$ cat config.mk
export PLATFORM = sky130hd
export DESIGN_NAME = bus_rr_arbiter
export DESIGN_NICKNAME = d
export VERILOG_FILES = /design/src/rtl/bus_rr_arbiter.sv
export SDC_FILE = /design/constraint.sdc
export NUM_CORES = 1
export LEC_CHECK = 0
export ABC_CLOCK_PERIOD_IN_PS = 2130
export BUFFER_PORTS_ARGS = -buffer_cell sky130_fd_sc_hd__buf_2
export CAP_MARGIN = 40
export CORE_ASPECT_RATIO = 0.6
export CORE_UTILIZATION = 43
export CTS_CLUSTER_DIAMETER = 30
export CTS_CLUSTER_SIZE = 25
export DETAILED_ROUTE_END_ITERATION = 10
export GPL_ROUTABILITY_DRIVEN = 0
export PLACE_DENSITY = 0.84
export SLEW_MARGIN = 5
export SYNTH_ARGS = -nofsm -noshare
export SYNTH_HDL_FRONTEND = slang
export SYNTH_SLANG_ARGS = --single-unit
$ cat constraint.sdc
create_clock -name clk -period 2.13 [get_ports clk]
set_input_delay 0.213 -clock clk [delete_from_list [all_inputs] [get_ports clk]]
set_output_delay 0.213 -clock clk [all_outputs]
set_load 0.01 [all_outputs]
$ cat src/rtl/bus_rr_arbiter.sv
// Round-robin arbiter/sequencer: pops one device FIFO head and pushes it to its decoded destination(s).
// Latency: pending seen in IDLE at edge N -> pop in cycle N+1 -> push in cycle N+2; one word per 3 cycles.
// Backpressure: none on the bus; a grant is abandoned if the owner's pending flag drops before its pop.
module bus_rr_arbiter #(
  parameter int         devices   = 4,
  parameter int         width     = 16,
  parameter logic [7:0] broadcast = 8'hFF
) (
  input  logic                      clk,
  input  logic                      reset,
  input  logic [devices-1:0]        pndng,
  input  logic [devices*width-1:0]  D_pop,
  output logic [devices-1:0]        pop,
  output logic [devices-1:0]        push,
  output logic [width-1:0]          D_push,
  output logic [devices-1:0]        grant,
  output logic                      busy,
  output logic                      drop
);

  localparam int IW = (devices > 1) ? $clog2(devices) : 1;

  typedef enum logic [1:0] {
    IDLE = 2'd0,
    POP  = 2'd1,
    PUSH = 2'd2
  } state_t;

  state_t               state_q, state_d;
  logic [IW-1:0]        last_q, last_d;
  logic [IW-1:0]        src_q, src_d;
  logic [devices-1:0]   grant_q, grant_d;
  logic [devices-1:0]   push_q, push_d;
  logic [width-1:0]     data_q, data_d;
  logic                 drop_q, drop_d;

  logic [IW-1:0]        winner;
  logic [IW-1:0]        idx;
  logic [width-1:0]     words [devices];
  logic [width-1:0]     head;
  logic [7:0]           dest;

  genvar gi;
  generate
    for (gi = 0; gi < devices; gi++) begin : g_words
      assign words[gi] = D_pop[gi*width +: width];
    end
  endgenerate

  // Granted device's FIFO head and its destination address field.
  always_comb begin
    head = words[src_q];
    dest = head[width-1 -: 8];
  end

  // Scan downward so the last hit is the first pending device after the pointer.
  always_comb begin
    winner = '0;
    idx    = '0;
    for (int k = devices; k >= 1; k--) begin
      idx = IW'((int'(last_q) + k) % devices);
      if (pndng[idx]) winner = idx;
    end
  end

  // Next-state and strobe decode; pop is the only output qualified by the live pending flag.
  always_comb begin
    state_d = state_q;
    last_d  = last_q;
    src_d   = src_q;
    grant_d = grant_q;
    push_d  = '0;
    data_d  = data_q;
    drop_d  = 1'b0;
    pop     = '0;
    case (state_q)
      IDLE: begin
        if (|pndng) begin
          src_d   = winner;
          last_d  = winner;
          grant_d = devices'(1) << winner;
          state_d = POP;
        end
      end
      POP: begin
        if (pndng[src_q]) begin
          pop     = grant_q;
          data_d  = head;
          state_d = PUSH;
          if (dest == broadcast) begin
            push_d = ~grant_q;
          end else if (int'(dest) < devices && int'(dest) != int'(src_q)) begin
            push_d = devices'(1) << dest;
          end else begin
            drop_d = 1'b1;
          end
        end else begin
          // Owner emptied before its pop: give up the slot, keep the pointer advanced.
          grant_d = '0;
          state_d = IDLE;
        end
      end
      PUSH: begin
        grant_d = '0;
        state_d = IDLE;
      end
      default: begin
        grant_d = '0;
        state_d = IDLE;
      end
    endcase
  end

  // State and registered outputs; reset discards any word latched but not yet pushed.
  always_ff @(posedge clk) begin
    if (reset) begin
      state_q <= IDLE;
      last_q  <= IW'(devices - 1);
      src_q   <= '0;
      grant_q <= '0;
      push_q  <= '0;
      data_q  <= '0;
      drop_q  <= 1'b0;
    end else begin
      state_q <= state_d;
      last_q  <= last_d;
      src_q   <= src_d;
      grant_q <= grant_d;
      push_q  <= push_d;
      data_q  <= data_d;
      drop_q  <= drop_d;
    end
  end

  assign grant  = grant_q;
  assign push   = push_q;
  assign D_push = data_q;
  assign drop   = drop_q;
  assign busy   = (state_q != IDLE);

endmodule
==> flow_metrics.tcl <==
set metrics [dict create \
    status "finished, final reports clean" \
    post-route-period-util_pct 95.7 \
    setup_viol 0 \
    min_period_ns 2.04 \
    gr-total-overflow 0 \
    drv_cap 0 \
    cts_buffer_depth 2 \
    critical-path-slowest-cell "mux4_1" \
    ant_nets 0 \
    rsz0062_at_grt "false" \
    drt_iter0_markers 88 \
    via_per_inst 5.42 \
    port_buffers 99 \
    diodes 0 \
    synth_area_sq_mm 0.00170 \
    p_sw_share_pct 29.3 \
    first_pass_iters 4 \
    wl_um 4480 \
    worst_pin_slew_ns 0.456 \
    syn_area_per_cell_sq_um 10.6 \
    p_leak_nw 1.19 \
    most-common-layout-cells "buf_2 (99), dfxtp_1 (29), nor2_1 (26)" \
    synth_ff_type "dfxtp_1" \
    critPathTopFamily "multiplexers" \
    power_switching_mw 0.466 \
    path_cells "mux4_1 -> nand3b_1 -> buf_12 -> nor2_1 -> buf_2" \
    setup_ws_ns 0.0922 \
    final_util_pct 63.0 \
    synth_nets 230 \
    cp_max_fo 20 \
    endpoint_kind "output pin" \
    final_common_cell "buf_2" \
    cts.clk_slew.worst_paths_ns 0.06 \
    hp-class "input port to flop" \
    internal-power_mw 1.12 \
    async_flop_share_pct 0 \
    arrival_ns 1.82 \
    h-tree-depth 2 \
    preCtsSetupSlack_ns 0.0351 \
    clkPwrFrac_pct 29.0 \
    antenna_found_initial 0 \
    critPathLaunchType "flop" \
    ys_ff_latch 31 \
    cts_hold_buffers 0 \
    vdd_drop_max_uv 412 \
    final-max-slew-violation-count 0 \
    synth.distinct_cells 35 \
    wl_met2_um 2150 \
    clock-skew-final_ns 0.00564 \
    wire_per_inst_um 14.5 \
    place_inst 301 \
    fin_tns_setup_ns 0 \
    synthCells 160 \
    r2r_end "push[3]$_SDFF_PP0_" \
    cp_num_buf_inv 2 \
    cts_buffers 5 \
    dieWidth_um 83.1 \
    pin_count 100 \
    drive_above_1_share_pct 48.3 \
    drc_errors 0 \
    seq_power_share_pct 42.6 \
    yosysWarnings 0 \
    wl_met1_um 1970 \
    die_h_um 50.7 \
    hold_path.startpoint "D_pop[38]" \
    fin_nets 331 \
    combPwrFrac_pct 28.4 \
    syn2layout_area_growth_pct 38.1 \
    synth-edff-count 0 \
    power_density_mw_per_mm2 677 \
    start_util_pct 45.6 \
    root_buffer "clkbuf_8" \
    hold_violations 0 \
    yosysSeqAreaShare_pct 36.6 \
    dp_hpwl_um 3520 \
    dieArea_sq_mm 0.00421 \
    power_mw 1.59 \
    grt_pass1_wl_um 7130 \
    holdPathStages 4 \
    relSlewSlack_pct 69.3 \
    cts.sinks 31 \
    vias 1669 \
    critPathKind "flop to output pin" \
    grt_max_degree 26 \
    max_freq_ghz 0.491 \
    final_cells 308 \
    required_ns 1.92 \
    clk_latency_ns 0.28 \
    met3RoutedLength_um 342 \
    slowest_delay_ns 0.56 \
    worstReg2RegStart "src_q[0]$_SDFFE_PP0P_" \
    post_cts_buffers 0 \
    rr_worst_depth 6 \
    core-area_sq_mm 0.00372 \
    rrSetupSlack_ns 0.16 \
    routed.top_layer "met4" \
    grt_pass1_vias 1605 \
    cts_tree "done" \
    grtUsageTotal_pct 21.9 \
    worstHoldEndpoint "D_push[6]$_SDFFE_PP0P_" \
    num_rows 17 \
]
kinds of logic (layout without fill, tap and decap cells):
logic type	count (synthesis)	in the layout	share of synthesized area [%]
flops	31	31	36.6
compound gates	22	22	9.15
simple gates	53	53	14.8
mux	35	35	34.5
buf+inv	19	120	4.94
per-stage QoR:
| stage | area, sq um | hold slack (ns) |
|---|---|---|
| floorplan | 1700 | 0.438 |
| finish | 2340 | 0.387 |
| detailed placement | 2240 | 0.495 |
| global route | 2340 | 0.402 |
| CTS | 2330 | 0.383 |
| global placement | 2240 | 0.469 |
layer usage:
layer / up-vias / GRT usage [%]
li1: 803 / -
met5: - / 0
met4: 0 / 6.03
met3: 6 / 5.76
met2: 83 / 36.6
met1: 777 / 28.5
tightest hold or removal path: stages:
cell and delay, ns:
buf_2 0.07, mux4_2 0.21, mux2i_1 0.06, nor2_1 0.07
worst max path at each step:
stage                     startpoint            endpoint  slack [ns]  cells after the start
5_1_grt        src_q[0]$_SDFFE_PP0P_              pop[2]       0.006                      5
6_report       src_q[0]$_SDFFE_PP0P_              pop[2]        0.09                      5
4_1_cts        src_q[0]$_SDFFE_PP0P_              pop[2]       0.006                      5
3_3_place_gp   src_q[0]$_SDFFE_PP0P_  push[3]$_SDFF_PP0_        0.13                      6
2_1_floorplan  src_q[0]$_SDFFE_PP0P_  push[3]$_SDFF_PP0_        0.36                      5
3_5_place_dp   src_q[0]$_SDFFE_PP0P_  push[3]$_SDFF_PP0_        0.04                      5
state kept, by name, indices dropped and copies added (netlist names):
name,count
D_push,16
grant,4
push,4
last_q,2
src_q,2
state_q,2
drop,1
cells in the mapped netlist, types with 2 or more instances:
cell type,n,area share (%)
inv_1,9,2.0
nand2b_1,2,0.74
a21oi_1,7,2.1
or3_1,4,1.5
dfxtp_1,31,37
mux2i_1,18,11
nand3b_1,3,1.3
clkbuf_1,4,0.88
nor2_1,26,5.8
buf_2,4,1.2
a32oi_1,2,1.0
mux4_2,11,15
nand2_1,9,2.0
o32ai_1,3,1.5
o21ai_0,2,0.59
mux4_1,6,9.3
area by class of cell:
type | count | area [sq um]
Fill cell | 315 | 1380
Multi-Input combinational cell | 110 | 992
Sequential cell | 31 | 626
Timing Repair Buffer | 104 | 546
Clock buffer | 6 | 82.6
Tap cell | 47 | 58.8
Inverter | 9 | 33.8
Clock inverter | 1 | 5.00
power by group through the flow:
| stage | clock network, mW | logic, mW | registers, mW |
|---|---|---|---|
| 2_1_floorplan | 0 | 0.286 | 0.682 |
| 3_3_place_gp | 0 | 0.430 | 0.685 |
| 3_5_place_dp | 0 | 0.441 | 0.687 |
| 4_1_cts | 0.466 | 0.445 | 0.676 |
| 5_1_grt | 0.495 | 0.495 | 0.681 |
| 6_report | 0.460 | 0.450 | 0.676 |
what timing repair did:
item,4_1_cts,5_1_grt
endpoints found under the hold margin,0,0
endpoints found under the setup margin,4,5
gates cloned,0,0
gates resized for setup,3,3
pin swaps,0,0
No activity file was read; power rests on OpenSTA's default activity.
